File: config.mk
export PLATFORM = sky130hd
export DESIGN_NAME = bc_polinomio_flat
export DESIGN_NICKNAME = d
export VERILOG_FILES = /design/src/rtl/bc_polinomio_pkg.sv /design/src/rtl/bc_polinomio_if.sv /design/src/rtl/bc_polinomio_contador.sv /design/src/rtl/bc_polinomio.sv /design/src/flat_wrapper.sv
export SDC_FILE = /design/constraint.sdc
export NUM_CORES = 1
export LEC_CHECK = 0
export ABC_AREA = 0
export BUFFER_PORTS_ARGS = -buffer_cell sky130_fd_sc_hd__buf_2
export CAP_MARGIN = 5
export CORE_AREA = 4 4 41 43
export CTS_CLUSTER_DIAMETER = 80
export DETAILED_ROUTE_END_ITERATION = 10
export DIE_AREA = 0 0 45 47
export PLACE_DENSITY = 0.7
export SLEW_MARGIN = 20
export SYNTH_ARGS = -nofsm -noshare
export SYNTH_HDL_FRONTEND = slang
export SYNTH_SLANG_ARGS = --single-unit
export TNS_END_PERCENT = 1
File: constraint.sdc
create_clock -name clk -period 1.5 [get_ports clk]
set_input_delay 0.3 -clock clk [delete_from_list [all_inputs] [get_ports clk]]
set_output_delay 0.3 -clock clk [all_outputs]
set_load 0.005 [all_outputs]
File: src/rtl/bc_polinomio_pkg.sv
// Shared definitions for the polynomial control block (BC) and its datapath (BO):
// FSM state encodings, mux select constants, ALU mode constants and the
// width of the hold counter.
package bc_polinomio_pkg;

  typedef enum logic [2:0] {
    IDLE  = 3'd0,
    LOADX = 3'd1,
    MUL_A = 3'd2,
    ADD_B = 3'd3,
    MUL_X = 3'd4,
    ADD_C = 3'd5,
    DONE  = 3'd6
  } bcState_t;

  typedef logic [1:0] sel_t;

  // M0: constant operand select
  localparam sel_t M0_NONE = 2'b00;
  localparam sel_t M0_A    = 2'b01;
  localparam sel_t M0_B    = 2'b10;
  localparam sel_t M0_C    = 2'b11;

  // M1: ALU operand 1
  localparam sel_t M1_M0 = 2'b00;
  localparam sel_t M1_R0 = 2'b01;
  localparam sel_t M1_R1 = 2'b10;
  localparam sel_t M1_R2 = 2'b11;

  // M2: ALU operand 2
  localparam sel_t M2_R0 = 2'b00;
  localparam sel_t M2_M0 = 2'b01;
  localparam sel_t M2_R1 = 2'b10;
  localparam sel_t M2_R2 = 2'b11;

  // ALU mode
  localparam logic H_MUL = 1'b1;
  localparam logic H_ADD = 1'b0;

  // Hold counter width; covers OP_CYCLES up to 15
  localparam int CNT_W = 4;

endpackage

File: src/rtl/bc_polinomio_if.sv
// Control bundle between the top level / BO and the polynomial control block.
// master = the control block (drives selects, strobes, busy/done).
// slave  = the side issuing start and consuming the sequencing outputs.
// The step input exists only when BC_STEP_EN is defined.
interface bc_polinomio_if;
  import bc_polinomio_pkg::*;

  logic start;
  logic busy;
  logic done;
  logic LX;
  logic LH;
  logic LS;
  logic H;
  sel_t M0;
  sel_t M1;
  sel_t M2;
`ifdef BC_STEP_EN
  logic step;
`endif

  modport master (
`ifdef BC_STEP_EN
    input  step,
`endif
    input  start,
    output busy, done, LX, LH, LS, H, M0, M1, M2
  );

  modport slave (
`ifdef BC_STEP_EN
    output step,
`endif
    output start,
    input  busy, done, LX, LH, LS, H, M0, M1, M2
  );

endinterface

File: src/rtl/bc_polinomio_contador.sv
// bc_contador: loadable down-counter with a zero flag. Loaded with
// OP_CYCLES-1 on entry to an arithmetic state; zero marks the last hold cycle.
// It parks at zero rather than wrapping so a stalled state stays "last cycle".
module bc_contador
  import bc_polinomio_pkg::*;
#(
  parameter int W = CNT_W
) (
  input  logic         clk,
  input  logic         RST,
  input  logic         load,
  input  logic [W-1:0] loadVal,
  output logic         zero
);

  logic [W-1:0] cntQ;

  // Reload on request, otherwise count down and stop at zero
  always_ff @(posedge clk or negedge RST) begin
    if (!RST) begin
      cntQ <= '0;
    end else if (load) begin
      cntQ <= loadVal;
    end else if (cntQ != '0) begin
      cntQ <= cntQ - W'(1);
    end
  end

  assign zero = (cntQ == '0);

endmodule

File: src/rtl/bc_polinomio.sv
// bc_polinomio: Moore control block sequencing the BO datapath to evaluate
// y = ((A*x)+B)*x + C. Each arithmetic state is held OP_CYCLES cycles with
// its load strobe only in the final cycle; result lands in R2, then done.
// Optional macro BC_STEP_EN adds a step input that gates every transition
// out of LOADX and the arithmetic states (single-step debug).
module bc_polinomio
  import bc_polinomio_pkg::*;
#(
  parameter int OP_CYCLES = 1
) (
  input logic            clk,
  input logic            RST,
  bc_polinomio_if.master bus
);

  if (OP_CYCLES < 1 || OP_CYCLES > 15) begin : gBadOpCycles
    $error("bc_polinomio: OP_CYCLES must be within 1..15");
  end

  localparam logic [CNT_W-1:0] HOLD_RELOAD = CNT_W'(OP_CYCLES - 1);

  bcState_t stateQ;
  bcState_t stateD;
  logic     cntLoad;
  logic     holdDone;
  logic     stepOk;

  logic busyD;
  logic doneD;
  logic loadX;
  logic loadH;
  logic loadS;
  logic hMode;
  sel_t sel0;
  sel_t sel1;
  sel_t sel2;

`ifdef BC_STEP_EN
  assign stepOk = bus.step;
`else
  assign stepOk = 1'b1;
`endif

  bc_contador #(.W(CNT_W)) uHold (
    .clk     (clk),
    .RST     (RST),
    .load    (cntLoad),
    .loadVal (HOLD_RELOAD),
    .zero    (holdDone)
  );

  // State register
  always_ff @(posedge clk or negedge RST) begin
    if (!RST) begin
      stateQ <= IDLE;
    end else begin
      stateQ <= stateD;
    end
  end

  // Next-state and output decode; outputs depend on stateQ (and step), never on start
  always_comb begin
    stateD  = stateQ;
    cntLoad = 1'b0;
    busyD   = 1'b0;
    doneD   = 1'b0;
    loadX   = 1'b0;
    loadH   = 1'b0;
    loadS   = 1'b0;
    hMode   = H_ADD;
    sel0    = M0_NONE;
    sel1    = M1_M0;
    sel2    = M2_R0;
    case (stateQ)
      IDLE: begin
        if (bus.start) stateD = LOADX;
      end
      LOADX: begin
        busyD = 1'b1;
        if (stepOk) begin
          loadX   = 1'b1;
          stateD  = MUL_A;
          cntLoad = 1'b1;
        end
      end
      MUL_A: begin
        busyD = 1'b1;
        sel0  = M0_A;
        sel1  = M1_M0;
        sel2  = M2_R0;
        hMode = H_MUL;
        if (holdDone && stepOk) begin
          loadH   = 1'b1;
          stateD  = ADD_B;
          cntLoad = 1'b1;
        end
      end
      ADD_B: begin
        busyD = 1'b1;
        sel0  = M0_B;
        sel1  = M1_R1;
        sel2  = M2_M0;
        hMode = H_ADD;
        if (holdDone && stepOk) begin
          loadH   = 1'b1;
          stateD  = MUL_X;
          cntLoad = 1'b1;
        end
      end
      MUL_X: begin
        busyD = 1'b1;
        sel0  = M0_NONE;
        sel1  = M1_R1;
        sel2  = M2_R0;
        hMode = H_MUL;
        if (holdDone && stepOk) begin
          loadH   = 1'b1;
          stateD  = ADD_C;
          cntLoad = 1'b1;
        end
      end
      ADD_C: begin
        busyD = 1'b1;
        sel0  = M0_C;
        sel1  = M1_R1;
        sel2  = M2_M0;
        hMode = H_ADD;
        if (holdDone && stepOk) begin
          loadS  = 1'b1;
          stateD = DONE;
        end
      end
      DONE: begin
        busyD  = 1'b1;
        doneD  = 1'b1;
        stateD = IDLE;
      end
      default: stateD = IDLE;
    endcase
  end

  assign bus.busy = busyD;
  assign bus.done = doneD;
  assign bus.LX   = loadX;
  assign bus.LH   = loadH;
  assign bus.LS   = loadS;
  assign bus.H    = hMode;
  assign bus.M0   = sel0;
  assign bus.M1   = sel1;
  assign bus.M2   = sel2;

endmodule

File: src/flat_wrapper.sv
// flat-port wrapper written by rule: the top's interface ports become plain ports
module bc_polinomio_flat import bc_polinomio_pkg::*;
#(
  parameter int OP_CYCLES = 1
)
  (clk, RST, bus_start, bus_busy, bus_done, bus_LX, bus_LH, bus_LS, bus_H, bus_M0, bus_M1, bus_M2);
  bc_polinomio_if bus_i ();
  input logic clk;
  input logic RST;
  input wire logic [$bits(bus_i.start)-1:0] bus_start;
  output wire logic [$bits(bus_i.busy)-1:0] bus_busy;
  output wire logic [$bits(bus_i.done)-1:0] bus_done;
  output wire logic [$bits(bus_i.LX)-1:0] bus_LX;
  output wire logic [$bits(bus_i.LH)-1:0] bus_LH;
  output wire logic [$bits(bus_i.LS)-1:0] bus_LS;
  output wire logic [$bits(bus_i.H)-1:0] bus_H;
  output wire logic [$bits(bus_i.M0)-1:0] bus_M0;
  output wire logic [$bits(bus_i.M1)-1:0] bus_M1;
  output wire logic [$bits(bus_i.M2)-1:0] bus_M2;
  assign bus_i.start = bus_start;
  assign bus_busy = bus_i.busy;
  assign bus_done = bus_i.done;
  assign bus_LX = bus_i.LX;
  assign bus_LH = bus_i.LH;
  assign bus_LS = bus_i.LS;
  assign bus_H = bus_i.H;
  assign bus_M0 = bus_i.M0;
  assign bus_M1 = bus_i.M1;
  assign bus_M2 = bus_i.M2;
  bc_polinomio #(.OP_CYCLES(OP_CYCLES)) u_core (.clk(clk), .RST(RST), .bus(bus_i));
endmodule
==> run summary, run 1 <==
The multi-input combinational cells in the finished layout cover a total of 335 sq um. The end of the worst register-to-register path is u_core.stateQ[1]. Clock latency on the worst-skew pair, taken at its later pin, is 240 ps. For the final routed DRC violation total, the log shows 0. The number of routed nets with antenna violations was 0. The height of the die was 47 um; the fmax was 575 MHz. The aggregate global-route resource usage was 0.134. Clock skew: 0.824 ps.

The total vias in the final route was 500. Category of the most critical setup path: reg -> out. After filler insertion, the fill cell instance count of the layout stands at 114.

The number of hold-slack violations in the final timing report was 0. The count of pins over their slew limit came out at 0. After the first detailed-routing iteration, the DRC count stood at 2.

The first detailed-routing pass ran for 3 iterations. The average instance in the mapped netlist occupies 8.61 sq um. The tools report the startpoint of the lowest-slack register-to-register path as u_core.uHold.cntQ[0]. In the final routed layout, each cell accounts on average for 11.8 um.

The count of distinct cell types in the synthesized netlist was 31. The delay contributed by the slowest stage of the critical path came out at 390 ps. The depth of the CTS H-tree came out at 1.

The critical path goes through inv_2, ha_4, or3b_4, a21oi_2, buf_2. The class of the worst hold path was in -> reg. The run gives 8 as the setup violation total in the final timing report. TritonCTS built the clock tree. The via count of the first global-routing pass is 481.

For the signal arrival time at the worst endpoint, the log shows 1440 ps. The cell count after synthesis was 60. Clock edge transition at the registers on the reported setup and hold paths: 50 ps.

The run gives 0 as the number of warnings reported in the yosys synthesis log. The final-stage net count is 96, and the final routed wirelength across all metal layers is 1250 um. For the finished layout, the period the worst path requires is 1740 ps.

The tools report the top-level port count as 15. VDD sags by at most 1.27 mV. STA puts the critical path data required time at 1200 ps. No sink is reached through more buffers than the 2 on the longest clock path.

The run gives 0.339 as the proportion of synthesized chip area in sequential cells. Registers take 178 sq um. The first-pass GRT wire length came out at 2040 um. The number of clock sinks was 7. Setup repair after global routing could not meet its margin everywhere. Dividing total power by cell area gives a power density of 1550 mW/mm^2. With fillers left out, the area of the finished cells amounts to 774 sq um.

The final reports fail on negative setup slack. TritonCTS created 3 clock buffers. The placed instances occupy a cell area of 671 sq um.

For the initial antenna violation count, the log shows 0. The share of post-route cells with drive strength above 1 works out to 0.527. The largest individual stage delay along the critical path comes from the cell sky130_fd_sc_hd__dfrtp_1. The logs give 0.595 for the final core area utilization and -240 ps for the final worst setup slack. Excluding fillers, the count of instances in the completed layout stands at 106. Hold is met by 404 ps.

The tools report the sort of element at the end of the critical path as an output port. In this run the register-to-register setup slack is 40 ps. After detailed placement, the design holds a cell count of 98. Max-cap violations in this run came to 0. In the routed layout, each cell is associated on average with a via count of 4.72. The total area inside the core boundary comes to 0.00130 sq mm. The tree is rooted in a sky130_fd_sc_hd__clkbuf_4. The die is 45 um wide.

The run finished, with violations left. In this run the worst path has a maximum fanout of 3. Row generation in the floorplan step produced 13 rows. HPWL reported at the end of detailed placement: 943 um. Period utilization: 1.16. Start point of the worst hold path: bus_start. The critical path startpoint category was a flop. The logic depth of the worst register-to-register path was 6; the cell area after technology mapping was 517 sq um.

Input and output buffers added on the ports amount to 12. For the largest net degree at the start of global routing, the log shows 9. The worst hold path terminates at u_core.stateQ[0]. Timing analysis after detailed placement gives a worst setup slack of -60.0 ps. The die covers 0.00212 sq mm. For this design the static power due to leakage is 0.382 nW. Number of synthesized register bits: 7. 0 antenna diodes ended up in the layout.

The area added between synthesis and finish came out at 49.9%. Starting density of the core: 0.397. The worst hold path stage count was 3; the total global routing overflow was 0. Routability congestion estimate from global placement: 0.760.
-- layer usage --
layer	global-route usage	wire length [um]	up-vias
li1	-	-	262
met1	0.167	558	229
met2	0.223	644	7
met3	0.0230	43	2
met4	0.0702	6	0
met5	0	0	-
-- synthesized netlist by cell type --
cell type / instances / area share
sky130_fd_sc_hd__a211oi_1: 1 / 0.015
sky130_fd_sc_hd__a21oi_1: 5 / 0.048
sky130_fd_sc_hd__and2_1: 1 / 0.012
sky130_fd_sc_hd__buf_4: 2 / 0.029
sky130_fd_sc_hd__buf_6: 2 / 0.044
sky130_fd_sc_hd__clkbuf_1: 1 / 0.0073
sky130_fd_sc_hd__conb_1: 1 / 0.0073
sky130_fd_sc_hd__dfrtp_1: 7 / 0.34
sky130_fd_sc_hd__ha_1: 1 / 0.024
sky130_fd_sc_hd__inv_1: 3 / 0.022
sky130_fd_sc_hd__mux2i_1: 1 / 0.019
sky130_fd_sc_hd__nand2_1: 2 / 0.015
sky130_fd_sc_hd__nand2b_1: 4 / 0.048
sky130_fd_sc_hd__nand3_1: 2 / 0.019
sky130_fd_sc_hd__nand3b_1: 1 / 0.015
sky130_fd_sc_hd__nor2_1: 6 / 0.044
sky130_fd_sc_hd__nor2b_1: 2 / 0.024
sky130_fd_sc_hd__nor3_1: 1 / 0.0097
sky130_fd_sc_hd__nor3b_2: 1 / 0.024
sky130_fd_sc_hd__o211a_1: 1 / 0.019
sky130_fd_sc_hd__o21a_1: 1 / 0.015
sky130_fd_sc_hd__o21ai_0: 2 / 0.019
sky130_fd_sc_hd__o21ai_1: 2 / 0.019
sky130_fd_sc_hd__o21ai_2: 1 / 0.017
sky130_fd_sc_hd__o22ai_1: 1 / 0.012
sky130_fd_sc_hd__or2_1: 1 / 0.012
sky130_fd_sc_hd__or2b_1: 2 / 0.029
sky130_fd_sc_hd__or3_1: 1 / 0.012
sky130_fd_sc_hd__or3b_4: 2 / 0.044
sky130_fd_sc_hd__or4b_1: 1 / 0.019
sky130_fd_sc_hd__xnor2_1: 1 / 0.017
-- timing repair --
action                                  4_1_cts  5_1_grt
setup buffers                                 2        1
endpoints found under the setup margin       11       12
resized for setup                            10        4
hold buffers                                  1        0
endpoints found under the hold margin         7        0
pin swaps                                     1        0
-- area by class of cell --
type / count / share of cell area
multi-input combinational: 46 / 0.433
timing repair buffer: 31 / 0.265
sequential: 7 / 0.229
clock buffer: 4 / 0.0339
tap: 15 / 0.0242
inverter: 3 / 0.0145
-- critical path, delay by kind of cell (launching register included) --
| kind | cells | cell delay [ps] |
|---|---|---|
| flops | 1 | 390 |
| fa+ha+maj | 1 | 120 |
| simple gates | 1 | 390 |
| compound gates | 1 | 100 |
| buf+inv | 2 | 190 |
-- cells in the final DEF (no fill, tap or decap), drive strengths merged, types with 2 or more instances in the layout --
| master | count |
|---|---|
| nand2 | 2 |
| o21ai | 5 |
| conb | 2 |
| or2b | 2 |
| clkbuf | 4 |
| a21oi | 5 |
| nor2 | 6 |
| nor2b | 2 |
| buf | 30 |
| nand2b | 4 |
| inv | 3 |
| or3b | 2 |
| dfrtp | 7 |
| nand3 | 2 |
-- report_power, final --
part / switching, mW / internal (mW) / leakage [nW] / total, mW
clock network: 0.0581 / 0.101 / 0.0150 / 0.159
logic: 0.332 / 0.403 / 0.276 / 0.735
registers: 0.0741 / 0.234 / 0.0905 / 0.308
-- per-stage QoR --
step / power (mW) / setup TNS [ps]
final: 1.20 / -1000
after global routing: 1.31 / -1660
after CTS: 1.18 / -1050
after detailed placement: 0.936 / -76.0
after global placement: 0.924 / -12.3
after floorplan: 0.683 / 0
-- kinds of logic (layout without fill, tap and decap cells) --
group	Yosys count	after routing	share of synthesized area
other	1	2	0.00726
xor gates and xnor gates	1	1	0.0170
DFF	7	7	0.339
AOI/OAI and AO/OA	14	14	0.165
adders and majority gates	1	1	0.0242
buffers and inverters	8	38	0.102
and+or+nand+nor	27	27	0.327
muxes	1	1	0.0194
-- state kept, by name, indices dropped and copies added, names as in the netlist --
signal / flops
u_core.uHold.cntQ: 4
u_core.stateQ: 3
-- how the worst max path moves through the flow --
stage / startpoint / endpoint
3_5_place_dp: u_core.uHold.cntQ[0] / bus_LH
4_1_cts: u_core.uHold.cntQ[1] / bus_LH
6_report: u_core.uHold.cntQ[0] / bus_LH
3_3_place_gp: u_core.uHold.cntQ[0] / bus_LH
2_1_floorplan: u_core.uHold.cntQ[0] / bus_LH
5_1_grt: u_core.uHold.cntQ[0] / bus_LH
Note: power is estimated with default switching activity, not from simulation.
==> inputs of run 2 (changes only) <==
--- a/config.mk
+++ b/config.mk
@@ -12,6 +12,7 @@
 export CTS_CLUSTER_DIAMETER = 80
 export DETAILED_ROUTE_END_ITERATION = 10
 export DIE_AREA = 0 0 45 47
+export GPL_TIMING_DRIVEN = 0
 export PLACE_DENSITY = 0.7
 export SLEW_MARGIN = 20
 export SYNTH_ARGS = -nofsm -noshare
==> run summary, run 2 (same netlist as run 1, synthesis figures left out) <==
The library cells used most frequently in the layout, excluding fill and tap cells, are 12 x sky130_fd_sc_hd__buf_2, 10 x sky130_fd_sc_hd__buf_4, 7 x sky130_fd_sc_hd__dfrtp_1. For the number of routed nets with antenna violations, the log shows 0 (unchanged). The signal on the critical path passes through inv_2, ha_4, or3b_4, nor2_1, buf_2.

The largest net degree at the start of global routing is 11 (+2). The via count of the first global-routing pass was 450 (-6.4%); the signal arrival time at the worst endpoint was 1460 ps (+20 ps). TritonCTS built the clock tree.

For the total global routing overflow, the log shows 0 (unchanged). The class of the worst hold path is in -> reg. Peak supply drop: 1.19 mV (-6.2%). The detailed router's first-iteration violation count came out at 7 (+5). The fmax is 570 MHz (-0.89%). On the critical path the largest part of the delay comes from simple AND/OR/NAND/NOR gates. Register ranked first by flip-flop count: u_core.uHold.cntQ. The full die area is 0.00212 sq mm (unchanged), and the die width is 45 um (unchanged).

The clock latency reported for the late side of the worst-skew pair came out at 250 ps (about the same). Starting density of the core: 0.397 (unchanged). The setup violation total in the final timing report was 9 (+1). The cell sitting at the root of the clock tree is a sky130_fd_sc_hd__clkbuf_4.

HPWL reported at the end of detailed placement: 847 um (-10%). The library cell used most frequently in the layout, excluding fill and tap cells, is sky130_fd_sc_hd__buf_2. The run finished, with violations left.

Area of the placeable core: 0.00130 sq mm (unchanged). The final-stage net count was 91 (-5.2%). The checks that failed: negative setup slack. The number of vias per cell after detailed routing was 5.00 (+6.0%); the number of buffers added by the clock tree synthesis step was 3 (unchanged).

The final period demand of the worst path works out to 1760 ps (+15.5 ps). Among all stages on the critical path, the largest delay is contributed by sky130_fd_sc_hd__dfrtp_1. The average routed wire per standard cell came out at 12.7 um (+7.3%).

Top-level port count: 15 (unchanged). The share of post-route cells with drive strength above 1 is 0.477 (-0.0507). The tools report the row count as 13 (unchanged). For the max-capacitance violation count, the log shows 0 (unchanged).

Setup repair after global routing could not meet its margin everywhere. The logs give 342 sq um (+1.9%) for the multi-input combinational cell area and 3 (unchanged) for the number of iterations in the first detailed-routing pass. Number of buffer and inverter stages on the critical path: 2 (unchanged). The number of antenna cells inserted was 0 (unchanged).

The number of flip-flops in the largest register came out at 4 (unchanged). The first-pass GRT wire length was 1880 um (-7.5%); the number of I/O port buffers was 12 (unchanged). The run gives 752 sq um (-2.9%) as the final standard cell area without fillers.

The area taken by flip-flops and latches is 175 sq um (-1.4%), and the area added between synthesis and finish is 45.5%. For the clock tree buffer depth, the log shows 2 (unchanged). The run gives 7 (unchanged) as the number of clock sinks. The run gives 3.17 ps (+2.35 ps) as the clock skew.

The tools report the aggregate global-route resource usage as 0.124 (-0.0100). The routability congestion estimate from global placement was 0.808 (+6.3%). The leakage power figure is 0.371 nW (-2.8%). The critical-path maximum fanout works out to 3 (unchanged). The height of the die was 47 um (unchanged); the required arrival time at the worst endpoint was 1200 ps (about the same). The clock edge transition at the registers on the reported setup and hold paths came out at 50 ps (about the same). The critical path startpoint category is a flop.

The final routed DRC violation total is 0 (unchanged), and the count of pins over their slew limit is 0 (unchanged). For the initial antenna violation count, the log shows 0 (unchanged). The tools report the total vias in the final route as 505 (+1.0%). The run gives -255 ps (-15.5 ps) as the final worst setup slack. The number of fill cells is 123 (+7.9%). The run gives 379 ps (-24.6 ps) as the hold slack.

The period utilization was 1.17 (+0.0104); the delay contributed by the slowest stage of the critical path was 390 ps (about the same). The run gives 1280 um (+2.2%) as the final routed wirelength across all metal layers. The tools report the number of hold-slack violations in the final timing report as 0 (unchanged). The power density normalized to cell area came out at 1560 mW/mm^2 (+0.38%).

The category of the most critical setup path is reg -> out. The largest registers in the layout are u_core.uHold.cntQ: 4 flops, u_core.stateQ: 3 flops. The logs give -1400 ps (-395 ps) for the final sum of negative setup slack and -181 ps (-121 ps) for the pre-CTS setup slack.

Cell area reported after detailed placement: 599 sq um (-11%). Sort of element at the end of the critical path: an output port. Depth of the CTS H-tree: 1 (unchanged).
run 2: cell types whose count changed in the layout (fill, tap and decap cells not counted), sizes merged:
| cell | previous run | this run |
|---|---|---|
| buf | 30 | 25 |
run 2: worst reg2reg max path: cells and delay by family (launching register included):
kind	cells	cell delay [ps]
flops	1	390
simple gates	1	390
buf+inv	3	350
compound gates	2	240
fa+ha+maj	1	130
run 2: cell type report:
type                    count  share of cell area
repair buffers             21               0.173
multi-input cells          46               0.454
well taps                  15              0.0250
plain buffers               5              0.0649
inverters                   3              0.0150
flip-flops and latches      7               0.233
clock buffers               4              0.0349
run 2: path summary, 6_finish.rpt:
| check | cells after the start | endpoint | startpoint | slack (ps) |
|---|---|---|---|---|
| setup / recovery | 5 | bus_LS | u_core.uHold.cntQ[1] | -260 |
| setup reg to reg | 7 | u_core.stateQ[1] | u_core.uHold.cntQ[1] | -60 |
| hold / removal | 3 | u_core.stateQ[0] | bus_start | 380 |
| min in group asynchronous | 2 | u_core.stateQ[1] | RST | 410 |
| hold reg to reg | 2 | u_core.uHold.cntQ[2] | u_core.uHold.cntQ[2] | 640 |
| max in group asynchronous | 2 | u_core.uHold.cntQ[0] | RST | 930 |
run 2: what timing repair did:
action / CTS / global route
gates cloned: 0 / 0
hold buffers: 1 / 0
setup endpoints to repair: 13 / 15
pin swaps: 5 / 1
endpoints found under the hold margin: 7 / 0
buffers inserted: 6 / 2
resized for setup: 8 / 10
run 2: stage by stage:
step	utilization	power, mW	std cells
floorplan	-	0.683	61
global placement	0.461	0.873	88
detailed placement	0.461	0.895	88
CTS	0.540	1.11	99
global route	0.578	1.27	101
finish	0.578	1.17	101
run 2: power breakdown:
group | leakage (nW) | switching (mW) | internal (mW)
Clock | 0.0150 | 0.0677 | 0.101
Sequential | 0.0929 | 0.0432 | 0.229
Combinational | 0.263 | 0.352 | 0.378
Total | 0.371 | 0.463 | 0.709
run 2: layer usage:
layer / GRT usage / up-vias / part of all wire
met1: 0.138 / 236 / 0.43
met4: 0.0585 / 0 / 0.023
met5: 0 / - / 0
li1: - / 254 / -
met3: 0.0230 / 4 / 0.044
met2: 0.229 / 11 / 0.51
==> inputs of run 3 (changes only) <==
--- a/config.mk
+++ b/config.mk
@@ -13,7 +13,7 @@
 export DETAILED_ROUTE_END_ITERATION = 10
 export DIE_AREA = 0 0 45 47
 export GPL_TIMING_DRIVEN = 0
-export PLACE_DENSITY = 0.7
+export PLACE_DENSITY = 0.66
 export SLEW_MARGIN = 20
 export SYNTH_ARGS = -nofsm -noshare
 export SYNTH_HDL_FRONTEND = slang
==> run summary, run 3 (same netlist as run 1, synthesis figures left out) <==
The flow ran to the end, but the final reports show violations. The checks that failed: negative setup slack. The tools report the first-pass GRT wire length as 1860 um (-1.1%). Tracing the worst setup path back leads to its startpoint at u_core.uHold.cntQ[0]. The logs give 386 ps (+6.20 ps) for the hold slack and 1470 ps (about the same) for the signal arrival time at the worst endpoint.

The library cells used most frequently in the layout, excluding fill and tap cells, are 12 x sky130_fd_sc_hd__buf_2, 8 x sky130_fd_sc_hd__buf_4, 6 x sky130_fd_sc_hd__dfrtp_1. The tools report the number of clock sinks as 7 (unchanged). For the cell area reported after detailed placement, the log shows 599 sq um (unchanged). The register ranked first by flip-flop count was u_core.uHold.cntQ. The number of fill cells was 124 (+0.81%); the total vias in the final route was 500 (-0.99%). The final routed DRC violation total was 0 (unchanged); the area added between synthesis and finish was 43.8%. The tools report the clock skew as 0.927 ps (-2.24 ps).

Setup repair after global routing could not meet its margin everywhere. The count of placed standard cells in the final layout, fillers left out was 99 (-2.0%). The final standard cell area without fillers was 743 sq um (-1.2%). The category of the most critical setup path is reg -> out. TritonCTS built the clock tree.

The leakage power figure is 0.360 nW (-3.0%), and the share of post-route cells with drive strength above 1 is 0.500 (+0.0233). The tools report the number of iterations in the first detailed-routing pass as 4 (+1). The count of pins over their slew limit is 0 (unchanged). The critical path startpoint category was a flop. The logs give 0.00130 sq mm (unchanged) for the area of the placeable core and 461 (+2.4%) for the via count of the first global-routing pass. The run gives 616 um (-4.9%) as the wire length on met2. For the post-route met1 wirelength, the log shows 455 um (-17%). The largest registers in the layout are u_core.uHold.cntQ: 4 flops, u_core.stateQ: 3 flops. Setup violation total in the final timing report: 9 (unchanged). The number of flip-flops in the largest register is 4 (unchanged). The commonest non-fill, non-tap cell in the layout was sky130_fd_sc_hd__buf_2. The full die area was 0.00212 sq mm (unchanged); the number of buffers added by the clock tree synthesis step was 3 (unchanged). The critical-path maximum fanout was 3 (unchanged). Aggregate global-route resource usage: 0.125 (+0.000397). The starting density of the core was 0.397 (unchanged). The height of the die is 47 um (unchanged), and the number of routed nets with antenna violations is 0 (unchanged). The tools report the depth of the CTS H-tree as 1 (unchanged). STA classifies the critical path endpoint as an output port.

The initial antenna violation count was 0 (unchanged); the delay contributed by the slowest stage of the critical path was 390 ps (about the same). CTS placed an instance of sky130_fd_sc_hd__clkbuf_4 at the clock tree root. The logs give 0 (unchanged) for the number of hold-slack violations in the final timing report and 65 um (+14%) for the met3 wire length. In this run the worst setup path terminates at bus_LH. The average routed wire per standard cell was 11.6 um (-9.0%); the number of vias per cell after detailed routing was 5.05 (+1.0%). For the power consumption, the log shows 1.16 mW (-1.3%). The logic depth of the worst register-to-register path was 6 (-1); the total global routing overflow was 0 (unchanged). The logs give 15 (unchanged) for the top-level port count and 240 ps (about the same) for the clock latency reported for the late side of the worst-skew pair.

Walking the worst path, the cells encountered are inv_2, ha_4, or3b_4, a21oi_2, buf_2. For the pre-CTS setup slack, the log shows -204 ps (-22.9 ps). The power density normalized to cell area is 1560 mW/mm^2 (-0.12%). The required arrival time at the worst endpoint is 1200 ps (about the same), and the number of buffer and inverter stages on the critical path is 2 (unchanged).

The max-capacitance violation count is 0 (unchanged), and the number of I/O port buffers is 12 (unchanged). The worst-case register-to-register setup slack is -10 ps (+50 ps). The die width is 45 um (unchanged).

The period utilization was 1.18 (+0.00863). The logs give 13 (unchanged) for the row count and 1140 um (-11%) for the final routed wirelength across all metal layers. The tools report the HPWL reported at the end of detailed placement as 784 um (-7.5%). Detailed router's first-iteration violation count: 9 (+2). The run gives 2 (unchanged) as the clock tree buffer depth. The worst register-to-register path ends at u_core.uHold.cntQ[3]. The logs give 0.762 (-5.7%) for the routability congestion estimate from global placement and 89 (-2.2%) for the final-stage net count. The logs give 88 (unchanged) for the total instance count after detailed placement and 566 MHz (-0.73%) for the fmax.

The worst-path cell with the longest stage delay was sky130_fd_sc_hd__dfrtp_1. The final worst setup slack is -268 ps (-12.9 ps), and the total stage count of the critical path is 5 (unchanged). Peak supply drop: 1.32 mV (+10%).

Largest net degree at the start of global routing: 11 (unchanged). The number of antenna cells inserted came out at 0 (unchanged). Among cell families on the critical path, the largest total delay comes from flip-flops.

The min-delay analysis places its worst path in the category in -> reg. Clock edge transition at the registers on the reported setup and hold paths: 50 ps (about the same). The worst register-to-register path begins at u_core.uHold.cntQ[0]. The highest metal layer carrying signal wires in the routed design is met4. The final period demand of the worst path is 1770 ps (+12.9 ps).
run 3: what timing repair did:
action	CTS	global route
resized for setup	8	14
setup buffers	5	1
pin swaps	4	0
hold buffers	1	0
endpoints found under the hold margin	7	0
setup endpoints to repair	13	13
run 3: area by class of cell:
cell class                      instances  area [sq um]  share of cell area
Multi-Input combinational cell         46           347               0.466
Sequential cell                         7           176               0.237
Timing Repair Buffer                   19           115               0.155
Buffer                                  5          48.8              0.0657
Clock buffer                            4          26.3              0.0354
Tap cell                               15          18.8              0.0253
Inverter                                3          11.3              0.0152
run 3: worst min path at each step:
stage / from / to / slack, ps / cells past startpoint
global placement: RST / u_core.uHold.cntQ[3] / 130 / 1
floorplan: RST / u_core.stateQ[0] / 4 / 0
finish: bus_start / u_core.stateQ[0] / 390 / 3
detailed placement: RST / u_core.uHold.cntQ[3] / 130 / 1
CTS: bus_start / u_core.stateQ[0] / 380 / 3
global route: RST / u_core.stateQ[1] / 410 / 2
run 3: worst register-to-register path, cell delays in order, from the launching register on:
cell and delay (ps):
sky130_fd_sc_hd__dfrtp_1 390, sky130_fd_sc_hd__inv_2 90, sky130_fd_sc_hd__ha_4 130, sky130_fd_sc_hd__or3b_4 390, sky130_fd_sc_hd__buf_4 160, sky130_fd_sc_hd__o22ai_1 160
sky130_fd_sc_hd__nor2_1 80
run 3: report_power, final:
part / total, mW / internal (mW) / switching (mW) / leakage [nW]
registers: 0.275 / 0.232 / 0.0435 / 0.0917
clock network: 0.161 / 0.101 / 0.0598 / 0.0150
logic: 0.721 / 0.378 / 0.342 / 0.253
total: 1.16 / 0.711 / 0.446 / 0.360
run 3: metal layers:
layer	up-vias	GRT usage
met4	0	0.0936
met3	2	0.0307
met2	11	0.201
li1	251	-
met5	-	0
met1	236	0.144
run 3: per-stage QoR:
step,util,setup TNS (ps)
after floorplan,-,0
after global placement,0.461,-330
after detailed placement,0.461,-388
after CTS,0.535,-1250
after global routing,0.571,-1880
final,0.571,-1130
